File: src/rtl/elem_pkg.sv
// Shared widths and types for the one-hot element datapath.
package elem_pkg;
   localparam int ELEM_W = 16;
   localparam int IDX_W  = 4;

   typedef logic [ELEM_W-1:0] elem_onehot_t;

   typedef struct packed {
      elem_onehot_t onehot;
      logic         err;
   } elem_entry_t;
endpackage

File: src/rtl/onehot_decoder.sv
// Combinational binary index -> one-hot element vector with out-of-range flag.
module onehot_decoder
   import elem_pkg::*;
(
   input  logic [ELEM_W-1:0] data,
   output elem_entry_t       entry
);
   logic         in_range;
   elem_onehot_t onehot;

   // Any set bit above the index field (including the sign bit) is out of range.
   assign in_range = (data[ELEM_W-1:IDX_W] == '0);

   generate
      for (genvar gi = 0; gi < ELEM_W; gi++) begin : g_bit
         assign onehot[gi] = in_range && (data[IDX_W-1:0] == IDX_W'(gi));
      end
   endgenerate

   assign entry = {onehot, !in_range};
endmodule

File: src/rtl/element_decode.sv
// Stream decoder: binary index words in, one-hot vectors out through a small FIFO,
// with a saturating count of rejected words.
module element_decode
   import elem_pkg::*;
#(
   parameter int DEPTH = 2,
   parameter int CNT_W = 8
)(
   input  logic              clk,
   input  logic              rst,
   input  logic              in_valid,
   output logic              in_ready,
   input  logic [ELEM_W-1:0] in_data,
   output logic              out_valid,
   input  logic              out_ready,
   output logic [ELEM_W-1:0] out_onehot,
   output logic              out_err,
   output logic [CNT_W-1:0]  err_count
);
   localparam int PTR_W = (DEPTH > 1) ? $clog2(DEPTH) : 1;
   localparam int CNT_FW = $clog2(DEPTH + 1);

   elem_entry_t       mem_reg [DEPTH];
   elem_entry_t       dec_entry;
   elem_entry_t       head;
   logic [PTR_W-1:0]  wr_ptr_reg;
   logic [PTR_W-1:0]  rd_ptr_reg;
   logic [CNT_FW-1:0] count_reg;
   logic [CNT_W-1:0]  err_count_reg;
   logic              push;
   logic              pop;

   onehot_decoder u_dec (
      .data  (in_data),
      .entry (dec_entry)
   );

   // in_ready depends only on the registered count, so a pop never frees a slot
   // for a push in the same cycle.
   assign in_ready  = (count_reg != CNT_FW'(DEPTH));
   assign out_valid = (count_reg != '0);
   assign push      = in_valid && in_ready && !rst;
   assign pop       = out_valid && out_ready && !rst;

   assign head       = mem_reg[rd_ptr_reg];
   assign out_onehot = out_valid ? head.onehot : '0;
   assign out_err    = out_valid && head.err;
   assign err_count  = err_count_reg;

   always_ff @(posedge clk) begin
      if (push) begin
         mem_reg[wr_ptr_reg] <= dec_entry;
      end
   end

   always_ff @(posedge clk) begin
      if (rst) begin
         wr_ptr_reg    <= '0;
         rd_ptr_reg    <= '0;
         count_reg     <= '0;
         err_count_reg <= '0;
      end else begin
         if (push) begin
            wr_ptr_reg <= wr_ptr_reg + PTR_W'(1);
         end
         if (pop) begin
            rd_ptr_reg <= rd_ptr_reg + PTR_W'(1);
         end
         case ({push, pop})
            2'b10:   count_reg <= count_reg + CNT_FW'(1);
            2'b01:   count_reg <= count_reg - CNT_FW'(1);
            default: count_reg <= count_reg;
         endcase
         if (push && dec_entry.err && (err_count_reg != '1)) begin
            err_count_reg <= err_count_reg + CNT_W'(1);
         end
      end
   end
endmodule

File: config.mk
export PLATFORM = sky130hd
export DESIGN_NAME = element_decode
export DESIGN_NICKNAME = d
export VERILOG_FILES = /design/src/rtl/elem_pkg.sv /design/src/rtl/onehot_decoder.sv /design/src/rtl/element_decode.sv
export SDC_FILE = /design/constraint.sdc
export NUM_CORES = 1
export LEC_CHECK = 0
export BUFFER_PORTS_ARGS = -buffer_cell sky130_fd_sc_hd__buf_2
export CAP_MARGIN = 20
export CELL_PAD_IN_SITES_DETAIL_PLACEMENT = 0
export CELL_PAD_IN_SITES_GLOBAL_PLACEMENT = 2
export CORE_MARGIN = 2
export CORE_UTILIZATION = 39
export CTS_BUF_LIST = sky130_fd_sc_hd__clkbuf_2
export DETAILED_ROUTE_END_ITERATION = 6
export PLACE_DENSITY = 0.89
export SYNTH_ARGS = -nofsm -noshare
export SYNTH_HDL_FRONTEND = slang
export SYNTH_SLANG_ARGS = --single-unit
File: constraint.sdc
create_clock -name clk -period 5.4 [get_ports clk]
set_input_delay 0.81 -clock clk [delete_from_list [all_inputs] [get_ports clk]]
set_output_delay 0.81 -clock clk [all_outputs]
set_load 0.03 [all_outputs]
# Yosys cells after proc, flatten, opt, wreduce, memory -nomap -nowiden
# Memory sizes are Yosys's and may differ from the RTL's. A register that Yosys moved wholly into a read port is not among the register bits.
# Index checks and enable logic that the tools add are counted.
dict set report word_totals {
  register_bits 12
  ramBits 34
  in_bits 20
  output_inout_bits 27
  elab_cells 64
  mem_count 1
}
dict set report op_classes {
  add_sub_neg 5
  eq_ne 19
  muxes 6
  n_reduce_logical 29
}
# name words word_bits rd rd_ports_with_merged_regs wr line_no
set mem_list {}
lappend mem_list {mem_reg 2 17 1 1 1 element_decode.sv:23} ;# elem_entry_t mem_reg [DEPTH];
# cell n
set ops {}
lappend ops {{$eq 4x4->1 const B} 8}
lappend ops {{$logic_and 1x1->1} 23}
lappend ops {{$eq 4x3->1 const B} 4}
lappend ops {{$mux 16} 1}
lappend ops {{$logic_not 12->1} 1}
lappend ops {{$add 8x1->8 const B} 1}
lappend ops {{$eq 4x2->1 const B} 2}
lappend ops {{$ne 8x8->1 const B} 1}
lappend ops {{$eq 4x1->1 const B} 1}
lappend ops {{$logic_not 4->1} 1}
lappend ops {{$mux 1} 4}
lappend ops {{$pmux 2 s2} 1}
lappend ops {{$reduce_bool 2->1} 2}
lappend ops {{$add 1x1->1 const B} 2}
lappend ops {{$add 2x1->2 const B} 1}
lappend ops {{$eq 2x1->1 const B} 1}
lappend ops {{$eq 2x2->1 const B} 1}
lappend ops {{$logic_not 1->1} 2}
lappend ops {{$ne 2x2->1 const B} 1}
lappend ops {{$sub 2x1->2 const B} 1}

# Depth between registers and ports, before layout
dict set report depth {
  ltp_word 5
  ltp_mapped 7
  mapped_depth_nobuf 7
}

# Cells and area by module
# A second synthesis with hierarchy kept.
dict set report hier_totals {
  hier_cells 191
  hier_area_um2 2337.2
}
# module instances cells_per_inst area_per_inst_um2 seq_area_each_um2
set by_module_without_submodules {}
lappend by_module_without_submodules {element_decode 1 145 1910.6 1281.2}
lappend by_module_without_submodules {onehot_decoder 1 46 426.7 0.0}

# Worst setup path after synthesis
# No wires, ideal clock.
dict set report synth_path {
  path_kind {in2reg}
  startpoint {in rst}
  endpoint {mem mem_reg[0][0] (netlist name), enable pin}
  setup_time_ps 390
  arrival_ps 1979
  required_time_ps 5010
  setup_slack_ps 3031
  stages 4
  cell_sequence {nand2b_1 > nor2_4 > inv_2 > nor2_1}
}
dict set report synth_via {
  elab_chain_len 4
}
# element line_no
set synth_rtl {}
lappend synth_rtl {{start, declared} element_decode.sv:10} ;# input logic rst,
lappend synth_rtl {{$logic_not 1->1} element_decode.sv:42} ;# assign push = in_valid && in_ready && !rst;
lappend synth_rtl {{$logic_and 1x1->1} element_decode.sv:42}
lappend synth_rtl {{$mux 1} element_decode.sv:51} ;# if (push) begin
lappend synth_rtl {{$mux 1 (not written as such)} element_decode.sv:52} ;# mem_reg[wr_ptr_reg] <= dec_entry;
lappend synth_rtl {{end, declared} element_decode.sv:23}
# No other way between the ends.

==> run summary <==
Die area: 5980 µm²
Final wirelength: 4.02 mm
Postcts setup bufs: 0
Ratio of cells with drive above 1 in the final layout: 0.265
Clk_lat worst skew: 0.41 ns
Final Skew: 0.0247 ns
Synthesis-stage register bit count: 47
Via count: 1,527
Cts repair resizes: 0
IO Count: 47
Yosys cell types: 37
Worst-path clk slew: 0.21 ns
Worst Path Max Fanout: 17
Placed wire-length estimate: 2.84 mm
Commonest non-fill, non-tap cell in the layout: buf_2
Status: finished, final reports clean
Peak VDD IR: 0.000119 V
Slowest-stage cell, CP: dfxtp_1
CP arrival: 1.96 ns
Grt ovf: 0
Fraction of registers with async set/reset: 0
Min-delay worst type: reg2reg
Relative slew slack: 0.353
Number of detailed-route iterations in the first pass: 4
Initial cell density of the core: 0.408
Most frequent cells in the layout: 46 x buf_2, 42 x nor2_1, 34 x edfxtp_1
# placed instances: 291
Final Core Density: 0.476
Clock Tree Root: clkbuf_2
Fin crit share: 0.514
GPL Wtd Cong: 0.816
Synth warnings: 0
Clock tree buffer depth: 2
Drt wl/cell: 13.4 µm
Crit path capture type: primary output
Antenna diodes: 0
Yosys top cell area share: 0.487
Max-slew violation count: 0
CTS Hold Bufs: 0
Die H: 77.4 µm
Initial antenna violation count: 0
Core Area: 5140 µm²
Top cells by area, synth: edfxtp_1 49%, dfxtp_1 12%, mux2i_1 8.1%
Syn Inst Count: 179
Critical path launch point type: flip-flop
1st-iter DRT viols: 97
First-pass GRT wire length: 6.65 mm
Final hold violations: 0
Layout area overhead: 16.6%
Pwr dens: 288 nW/µm²
Final setup violation count: 0
Row cnt: 26
CP Class: reg2out
DRC: 0
Power, Total: 0.706 mW
Crit-path cells: mux2i_1 > nor2_1 > buf_2
Seq/Total Area, Yosys: 0.611
Port Buffers: 46
Post-place setup slack: 2.86 ns
Die W: 77.4 µm
Syn Nets: 201
H-tree depth: 2
F_max: 0.361 GHz
Main synth FF type: edfxtp_1
Routed Antenna Nets: 0
RSZ-0062 raised after global routing: false
Vias per Instance: 5.09
CTS tree: done
Worst Max-Slew Pin Slew: 0.969 ns
Leak: 0.891 nW
Max stage delay on crit path: 1.00 ns
Final WS setup: 2.63 ns
Mapped Avg Cell Area: 11.7 µm²
Final TNS setup: 0 ns
Max reg flops: 34
Leading area contributor after synthesis: edfxtp_1
Final #Nets: 251
EDFF count, synth: 34
Number of max-cap violations: 0
TritonCTS sink count: 47
Synth Cell Area: 2100 µm²
Largest net degree at the start of global routing: 19
Critical Path RT: 4.59 ns
Finished Layout Cells: 300
Vias in the first global route: 1,392
Tmin final: 2.77 ns
CTS Buf Count: 5
GR Util All Layers: 0.140
-- critical path, delay by kind of cell, from the launching register on --
| family | cells | cell delay [ns] |
|---|---|---|
| buffers and inverters | 1 | 0.21 |
| muxes | 1 | 0.21 |
| DFF | 1 | 1.00 |
| and+or+nand+nor | 1 | 0.14 |
-- per-stage QoR --
stage / area [µm²] / hold WS [ns]
3_3_place_gp: 2400 / 0.488
4_1_cts: 2440 / 0.545
5_1_grt: 2450 / 0.590
2_1_floorplan: 2100 / 0.472
3_5_place_dp: 2400 / 0.502
6_report: 2450 / 0.545
-- layer usage --
| layer | vias up | track usage | share of wire |
|---|---|---|---|
| met1 | 715 | 0.180 | 0.47 |
| li1 | 760 | - | - |
| met4 | 0 | 0.0482 | 0.015 |
| met2 | 45 | 0.235 | 0.46 |
| met3 | 7 | 0.0302 | 0.048 |
| met5 | - | 0 | 0 |
-- worst paths after layout --
kind / startpoint / to / slack, ns / depth (start not counted)
max: flip-flop / out_onehot[0] / 2.63 / 3
max reg2reg: count_reg[1]$_SDFFE_PP0P_ / count_reg[1]$_SDFFE_PP0P_ / 3.55 / 6
min reg2reg: rd_ptr_reg$_SDFFE_PP0P_ / rd_ptr_reg$_SDFFE_PP0P_ / 0.55 / 2
min: rd_ptr_reg$_SDFFE_PP0P_ / rd_ptr_reg$_SDFFE_PP0P_ / 0.55 / 2
-- Yosys cell counts, types with 2 or more instances --
master and number:
nor2_1 42, edfxtp_1 34, mux2i_1 17, dfxtp_1 13
nand3_1 5, a21oi_1 4, inv_1 4, nor2b_1 4
nor3_1 4, o41ai_1 4, a31oi_1 3, buf_2 3
nand2_1 3, nand2b_1 3, nor4_1 3, a311oi_1 2
and2_1 2, and3_1 2, clkbuf_1 2, ha_1 2
inv_2 2, nand3b_1 2, o21ai_0 2, o311ai_0 2
xnor2_1 2, xor2_1 2
-- area by class of cell --
cell class / instances / area, µm²
inverter: 6 / 22.5
clock inverter: 2 / 8.76
multi-input combinational: 121 / 772
timing repair buffer: 48 / 245
tap: 70 / 87.6
fill: 489 / 2690
sequential: 47 / 1280
clock buffer: 6 / 30.0
-- kinds of logic (layout without fill, tap and decap cells) --
logic type	Yosys count	after routing	share of synthesized area
and+or+nand+nor	79	79	0.193
DFF	47	47	0.611
AOI/OAI and AO/OA	18	18	0.0602
muxes	18	18	0.0865
buffers and inverters	11	62	0.0215
xor gates and xnor gates	4	4	0.0167
adders and majority gates	2	2	0.0119
-- power by group --
part,internal (mW),switching (mW)
registers,0.402,0.0173
logic,0.0519,0.0986
clock network,0.0319,0.104
total,0.486,0.220
(Power assumes the default switching activity.)
